## src/rtl/booth_mult_seq.sv

```systemverilog
// Sequential radix-2 Booth multiplier: one Booth step per clock, N+1 steps per product.
// Operands are widened to N+1 bits so signed and unsigned share one datapath.
module booth_mult_seq #(
    parameter int N = 8
) (
    input  logic             clk,
    input  logic             n_rst,
    input  logic             in_valid,
    output logic             in_ready,
    input  logic             in_tc,
    input  logic [N-1:0]     in_m,
    input  logic [N-1:0]     in_q,
    output logic             out_valid,
    input  logic             out_ready,
    output logic [2*N-1:0]   out_p,
    output logic             busy
);
    localparam int CW = $clog2(N + 2);

    typedef enum logic [1:0] {
        S_IDLE,
        S_CALC,
        S_DONE
    } state_t;

    state_t          r_state;
    state_t          w_state_next;
    logic [N+1:0]    r_a;
    logic [N+1:0]    w_a_next;
    logic [N:0]      r_q;
    logic [N:0]      w_q_next;
    logic            r_q1;
    logic            w_q1_next;
    logic [N:0]      r_m;
    logic [N:0]      w_m_next;
    logic [CW-1:0]   r_count;
    logic [CW-1:0]   w_count_next;
    logic [2*N-1:0]  r_p;
    logic [2*N-1:0]  w_p_next;

    logic [N:0]      w_m_ext;
    logic [N:0]      w_q_ext;
    logic [N+1:0]    w_m_sx;
    logic [N+1:0]    w_sum;
    logic [N+1:0]    w_a_shift;
    logic [N:0]      w_q_shift;
    logic [2*N-1:0]  w_prod;

    // The extra top bit is the sign in tc mode and zero otherwise.
    assign w_m_ext = {in_tc & in_m[N-1], in_m};
    assign w_q_ext = {in_tc & in_q[N-1], in_q};
    assign w_m_sx  = {r_m[N], r_m};

    always_comb begin
        w_sum = r_a;
        case ({r_q[0], r_q1})
            2'b01:   w_sum = r_a + w_m_sx;
            2'b10:   w_sum = r_a - w_m_sx;
            default: w_sum = r_a;
        endcase
    end

    // Arithmetic right shift of {A,Q,q_1}; the product is the low 2N bits after the last shift.
    assign w_a_shift = {w_sum[N+1], w_sum[N+1:1]};
    assign w_q_shift = {w_sum[0], r_q[N:1]};
    assign w_prod    = {w_a_shift[N-2:0], w_q_shift};

    always_ff @(posedge clk or negedge n_rst) begin
        if (!n_rst) begin
            r_state <= S_IDLE;
            r_a     <= '0;
            r_q     <= '0;
            r_q1    <= 1'b0;
            r_m     <= '0;
            r_count <= '0;
            r_p     <= '0;
        end else begin
            r_state <= w_state_next;
            r_a     <= w_a_next;
            r_q     <= w_q_next;
            r_q1    <= w_q1_next;
            r_m     <= w_m_next;
            r_count <= w_count_next;
            r_p     <= w_p_next;
        end
    end

    always_comb begin
        w_state_next = r_state;
        w_a_next     = r_a;
        w_q_next     = r_q;
        w_q1_next    = r_q1;
        w_m_next     = r_m;
        w_count_next = r_count;
        w_p_next     = r_p;
        in_ready     = 1'b0;
        out_valid    = 1'b0;
        busy         = 1'b0;
        case (r_state)
            S_IDLE: begin
                in_ready = 1'b1;
                if (in_valid) begin
                    w_a_next     = '0;
                    w_q_next     = w_q_ext;
                    w_q1_next    = 1'b0;
                    w_m_next     = w_m_ext;
                    w_count_next = CW'(N + 1);
                    w_state_next = S_CALC;
                end
            end
            S_CALC: begin
                busy         = 1'b1;
                w_a_next     = w_a_shift;
                w_q_next     = w_q_shift;
                w_q1_next    = r_q[0];
                w_count_next = r_count - CW'(1);
                if (r_count == CW'(1)) begin
                    w_p_next     = w_prod;
                    w_state_next = S_DONE;
                end
            end
            S_DONE: begin
                busy      = 1'b1;
                out_valid = 1'b1;
                if (out_ready) begin
                    w_state_next = S_IDLE;
                end
            end
            default: begin
                w_state_next = S_IDLE;
            end
        endcase
    end

    assign out_p = r_p;

endmodule

```

## config.mk

```make
export PLATFORM = sky130hd
export DESIGN_NAME = booth_mult_seq
export DESIGN_NICKNAME = d
export VERILOG_FILES = /design/src/rtl/booth_mult_seq.sv
export SDC_FILE = /design/constraint.sdc
export NUM_CORES = 1
export LEC_CHECK = 0
export BUFFER_PORTS_ARGS = -buffer_cell sky130_fd_sc_hd__buf_2
export CORE_ASPECT_RATIO = 1.75
export CORE_MARGIN = 2
export CORE_UTILIZATION = 51
export CTS_CLUSTER_DIAMETER = 60
export CTS_CLUSTER_SIZE = 14
export DETAILED_ROUTE_END_ITERATION = 8
export HOLD_SLACK_MARGIN = 0.12
export PLACE_DENSITY = 0.86
export SYNTH_ARGS = -nofsm -noshare
export SYNTH_HDL_FRONTEND = slang
export SYNTH_SLANG_ARGS = --single-unit
```

## constraint.sdc

```tcl
create_clock -name clk -period 2.4 [get_ports clk]
set_clock_uncertainty 0.05 [all_clocks]
set_input_delay 0.6 -clock clk [delete_from_list [all_inputs] [get_ports clk]]
set_output_delay 0.6 -clock clk [all_outputs]
set_load 0.005 [all_outputs]
```

==> results_dict.tcl, run 1 <==
set metrics [dict create \
    numCtsBuffers 5 \
    drtAntennaViolNets 0 \
    r2r_start "r_q1" \
    synth_edf_count 0 \
    dieArea_um2 6100 \
    grt_max_degree 26 \
    fp.dieW_um 59.9 \
    nets 387 \
    track_usage 0.234 \
    hold_slack_ns 0.220 \
    gp_congestion 0.895 \
    hold_viol_final 0 \
    portBuffers 39 \
    initial_utilization 0.530 \
    clk_path_buf_depth 2 \
    ys_top_cells_by_area "dfrtp_1 (45%), mux2_2 (7.3%), ha_1 (7.2%), o21ai_0 (5.4%), nand2_1 (4.8%)" \
    rows 35 \
    ys_warn_count 0 \
    ys_seq_elements 50 \
    dr_total_vias 2376 \
    grt_overflow 0 \
    crit_arrival_ns 2.77 \
    syn_nets 322 \
    maxCapViolCount 0 \
    tightest_slew_ns 0.570 \
    synth_largest_area_cell "dfrtp_1" \
    root_buffer "clkbuf_8" \
    synth_top_area_share 0.449 \
    holdBufCountCts 0 \
    die_h_um 102 \
    crit_fanout 6 \
    ff2ff_path_depth 11 \
    synthFlopType "dfrtp_1" \
    cts_max_level 2 \
    clk_latency_ns 0.31 \
    antenna_found_initial 0 \
    worstSetupPathType "reg2reg" \
    drv_slew 0 \
    cpPeakStageDelay_ns 0.39 \
    cts_tree "yes" \
    pin_count 40 \
    seq_area_frac_synth 0.449 \
    ys_types 39 \
    rr_endpoint "r_a[4]" \
    period_minus_slack_ns 2.58 \
    drive_gt1_frac 0.357 \
    drc 0 \
    diodes 0 \
    crit_path_top_delay_cell "dfrtp_1" \
    end_kind "register" \
    cp.required_ns 2.59 \
    cts_sinks 50 \
    dr.pass1.iters 5 \
    grt_pass1_wl_mm 10.7 \
    violations "setup timing" \
    min_path_type "in2async" \
    synth_area_um2 2790 \
    status "finished with violations" \
    wl_mm 7.02 \
    fin_crit_sh 1.07 \
    synthTopCellsByCount "dfrtp_1 (50), nand2_1 (36), o21ai_0 (30)" \
    wl_per_cell_um 17.3 \
    synthCells 284 \
    drt_iter0_drc 86 \
    path_clk_slew_ns 0.09 \
    via_per_inst 5.87 \
    rsz0062_at_grt "true" \
    finalSetupViolCount 10 \
    ys_async_sr_fraction 1.00 \
    dpl.hpwl_mm 4.85 \
    fin_ws_ns -0.179 \
    grt_pass1_vias 2360 \
    worstSetupStartpointType "register" \
    r2r_slack_ns -0.18 \
    synthMostInstantiatedCell "dfrtp_1" \
    worstPathCellList "inv_1 > ha_4 > mux2_4 > inv_2 > ha_4 > nor2b_4 > o31a_1 > o21a_1 > o21a_1 > o31a_1 > o21ai_1" \
    fmax_mhz 388 \
    relSlewSlack 0.620 \
    avgSynthCellArea_um2 9.82 \
    core_area_um2 5260 \
    syn2layout_area_growth_pct 24.6 \
]
==> metrics by stage <==
step | setup TNS (ns) | setup WS [ns] | cell area (µm²) | util | cells
2_1_floorplan | -0.168 | -0.0572 | 2800 | - | 284
3_3_place_gp | -0.382 | -0.0891 | 3180 | 0.605 | 389
3_5_place_dp | -0.913 | -0.218 | 3180 | 0.605 | 389
4_1_cts | -0.291 | -0.0993 | 3350 | 0.637 | 400
5_1_grt | -1.61 | -0.255 | 3470 | 0.661 | 405
6_report | -0.833 | -0.179 | 3470 | 0.661 | 405
==> cell type report <==
cell class / instances / area [µm²]
fill: 391 / 1780
timing repair buffer: 70 / 432
clock buffer: 6 / 82.6
clock inverter: 2 / 12.5
sequential: 50 / 1250
multi-input combinational: 207 / 1570
inverter: 15 / 56.3
tap: 55 / 68.8
==> per-layer routing <==
metal / track usage / up-vias / routed length [µm]
met4: 0.121 / 0 / 259
met1: 0.262 / 1164 / 2570
met5: 0 / - / 0
met2: 0.416 / 61 / 3980
li1: - / 1129 / -
met3: 0.0332 / 22 / 205
==> critical path, delay by kind of cell, from the launching register on <==
kind / cells / cell delay, ns
simple gates: 1 / 0.12
fa+ha+maj: 2 / 0.37
buf+inv: 2 / 0.16
mux: 1 / 0.33
compound gates: 5 / 1.10
flops: 1 / 0.39
==> state kept, by name (all words and copies together) (netlist names) <==
name,cells
r_q,9
out_p,16
r_q1,1
r_m,9
r_count,4
r_state,2
r_a,9
==> logic make-up after synthesis <==
logic type,after synthesis,share of synthesized area
AO/OA/AOI/OAI,81,0.174
XOR/XNOR,12,0.0404
adder cells (fa/ha/maj),17,0.0790
buffers and inverters,27,0.0377
flip-flops,50,0.449
multiplexers,24,0.0943
AND/OR/NAND/NOR,73,0.126
==> layout by cell type (no fill, tap or decap), types with 3 or more instances in the layout <==
cell type / synthesis / routed
nor2b_1: 8 / 4
nor3_1: 7 / 6
nor2b_4: 0 / 4
buf_4: 0 / 30
nand2_1: 36 / 36
ha_1: 16 / 13
a21oi_2: 0 / 4
o22ai_1: 10 / 10
nor2_1: 12 / 10
clkbuf_8: 0 / 6
xnor2_1: 10 / 9
mux2_2: 18 / 17
mux2i_1: 6 / 6
buf_2: 3 / 39
dfrtp_1: 50 / 50
ha_4: 0 / 3
o21a_1: 3 / 3
inv_1: 15 / 14
o21ai_0: 30 / 20
a21oi_1: 21 / 17
o21ai_1: 0 / 6
o21ai_2: 1 / 4
==> what timing repair did <==
action                     4_1_cts  5_1_grt
pin swaps                        6       16
setup endpoints to repair       10       11
setup buffers                    3        5
gates cloned                     0        0
gates resized for setup         13       25
==> how the worst max path moves through the flow <==
stage	slack, ns	start	depth (start not counted)	end
after floorplan	-0.06	r_q[0]	11	r_a[8]
after global placement	-0.09	r_q1	11	r_a[8]
after detailed placement	-0.22	r_q1	11	r_a[8]
after CTS	-0.1	r_m[0]	11	r_a[4]
after global routing	-0.26	r_m[0]	12	r_a[4]
final	-0.18	r_q1	11	r_a[4]
Power of run 1 is left out: the tool's default activity adds up to more than one toggle a clock period on the data nets, which glitch-free logic cannot reach.
==> run 2, diff against run 1 <==
BUFFER_PORTS_ARGS = unset   (was -buffer_cell sky130_fd_sc_hd__buf_2)
CORE_UTILIZATION = 57   (was 51)
DONT_BUFFER_PORTS = 1   (was unset)
PLACE_DENSITY = 0.75   (was 0.86)
==> results_dict.tcl, run 2 (synthesis gave the netlist of run 1 again) <==
set metrics [dict create \
    antenna_found_initial 0 \
    crit_arrival_ns 2.69 \
    die_h_um 96.5 \
    clk_latency_ns 0.31 \
    final_cell_mix "dfrtp_1 (50), nand2_1 (36), buf_4 (25)" \
    maxCapViolCount 0 \
    drt_iter0_drc 58 \
    cts_max_level 2 \
    numCtsBuffers 5 \
    fin_util 0.690 \
    grt_overflow 0 \
    cts_sinks 50 \
    cts_tree "yes" \
    dp_worst_setup_slack_ns -0.142 \
    largest_reg_flops 16 \
    gp_congestion 0.853 \
    fin_ws_ns -0.0986 \
    nFillCells 367 \
    clk_path_buf_depth 2 \
    status "finished with violations" \
    fin_crit_sh 1.04 \
    portBuffers 0 \
    hold_viol_final 0 \
    fmax_mhz 400 \
    ff2ff_path_depth 11 \
    pin_count 40 \
    rows 33 \
    period_minus_slack_ns 2.50 \
    syn2layout_area_growth_pct 16.5 \
    core_area_um2 4710 \
    placed_cells 345 \
    violations "setup timing" \
    track_usage 0.229 \
    layout_commonest_cell "dfrtp_1" \
    end_kind "register" \
    grt_max_degree 51 \
    drive_gt1_frac 0.241 \
    via_per_inst 5.93 \
    grt_pass1_wl_mm 9.57 \
    dr_total_vias 2128 \
    worstSetupPathType "reg2reg" \
    worstSetupStartpointType "register" \
    drtAntennaViolNets 0 \
    wl_mm 5.99 \
    wl_per_cell_um 16.7 \
    root_buffer "clkbuf_8" \
    nets 344 \
    dr.pass1.iters 4 \
    grt_pass1_vias 2107 \
    initial_utilization 0.592 \
    crit_fanout 5 \
    diodes 0 \
    drv_slew 0 \
    finalSetupViolCount 8 \
    fp.dieW_um 56.9 \
    final_cells 359 \
    drc 0 \
    min_path_type "in2reg" \
    rsz0062_at_grt "true" \
    path_clk_slew_ns 0.09 \
    relSlewSlack 0.311 \
    cp.required_ns 2.59 \
    tightest_slew_ns 1.03 \
    dpl.hpwl_mm 4.38 \
    hold_depth 2 \
    dieArea_um2 5490 \
]
==> run 2: changes by cell type in the layout (fill, tap and decap cells not counted), sizes merged <==
cell and change:
buf -44, bufinv +1, clkbuf -1, clkinvlp -1
dlygate4sd3 +1, inv +1
==> run 2: worst max-delay path, cell delays in order, from the launching register on <==
cell	delay, ns
dfrtp_1	0.39
inv_1	0.10
ha_4	0.17
mux2_4	0.33
inv_2	0.07
ha_4	0.19
nor2b_4	0.12
o31a_1	0.27
o21a_1	0.20
o21a_1	0.16
o31a_1	0.26
o21ai_1	0.12
==> run 2: metrics by stage <==
step                      instance area [µm²]  TNS [ns]  hold WS, ns
final                                    3250    -0.419        0.378
after global routing                     3250     -1.58        0.370
after CTS                                3160    -0.296        0.374
after detailed placement                 2970    -0.909        0.255
after global placement                   2970    -0.451        0.255
after floorplan                          2800    -0.168        0.254
==> run 2: final timing paths <==
check | endpoint | startpoint | slack (ns)
worst max-delay path | r_a[4] | r_q1 | -0.1
worst min-delay path | r_m[8] | in_m[7] | 0.38
worst max register to register | r_a[4] | r_q1 | -0.1
worst min register to register | r_q[6] | r_q[6] | 0.47
max in group asynchronous | r_q[4] | n_rst | 1.31
min in group asynchronous | out_p[4] | n_rst | 0.74
==> run 2: layout make-up <==
cell class / instances / area, µm² / share of cell area
inverter: 15 / 56.3 / 0.0173
clock buffer: 5 / 68.8 / 0.0212
timing repair buffer: 27 / 225 / 0.0693
multi-input combinational: 207 / 1540 / 0.473
tap: 52 / 65.1 / 0.0200
sequential: 50 / 1250 / 0.385
clock inverter: 3 / 43.8 / 0.0135
==> run 2: routing by layer <==
layer	vias to the layer above	routed length, µm	global-route usage
li1	1040	-	-
met1	1047	2190	0.241
met2	30	3510	0.442
met3	11	166	0.0333
met4	0	121	0.103
met5	-	0	0
==> run 2: what timing repair did <==
item,CTS,global route
hold endpoints to repair,50,0
buffers inserted,2,3
pin swaps,1,8
hold buffers,2,0
gates resized for setup,8,19
endpoints found under the setup margin,10,12
Power of run 2 is left out for the same reason.
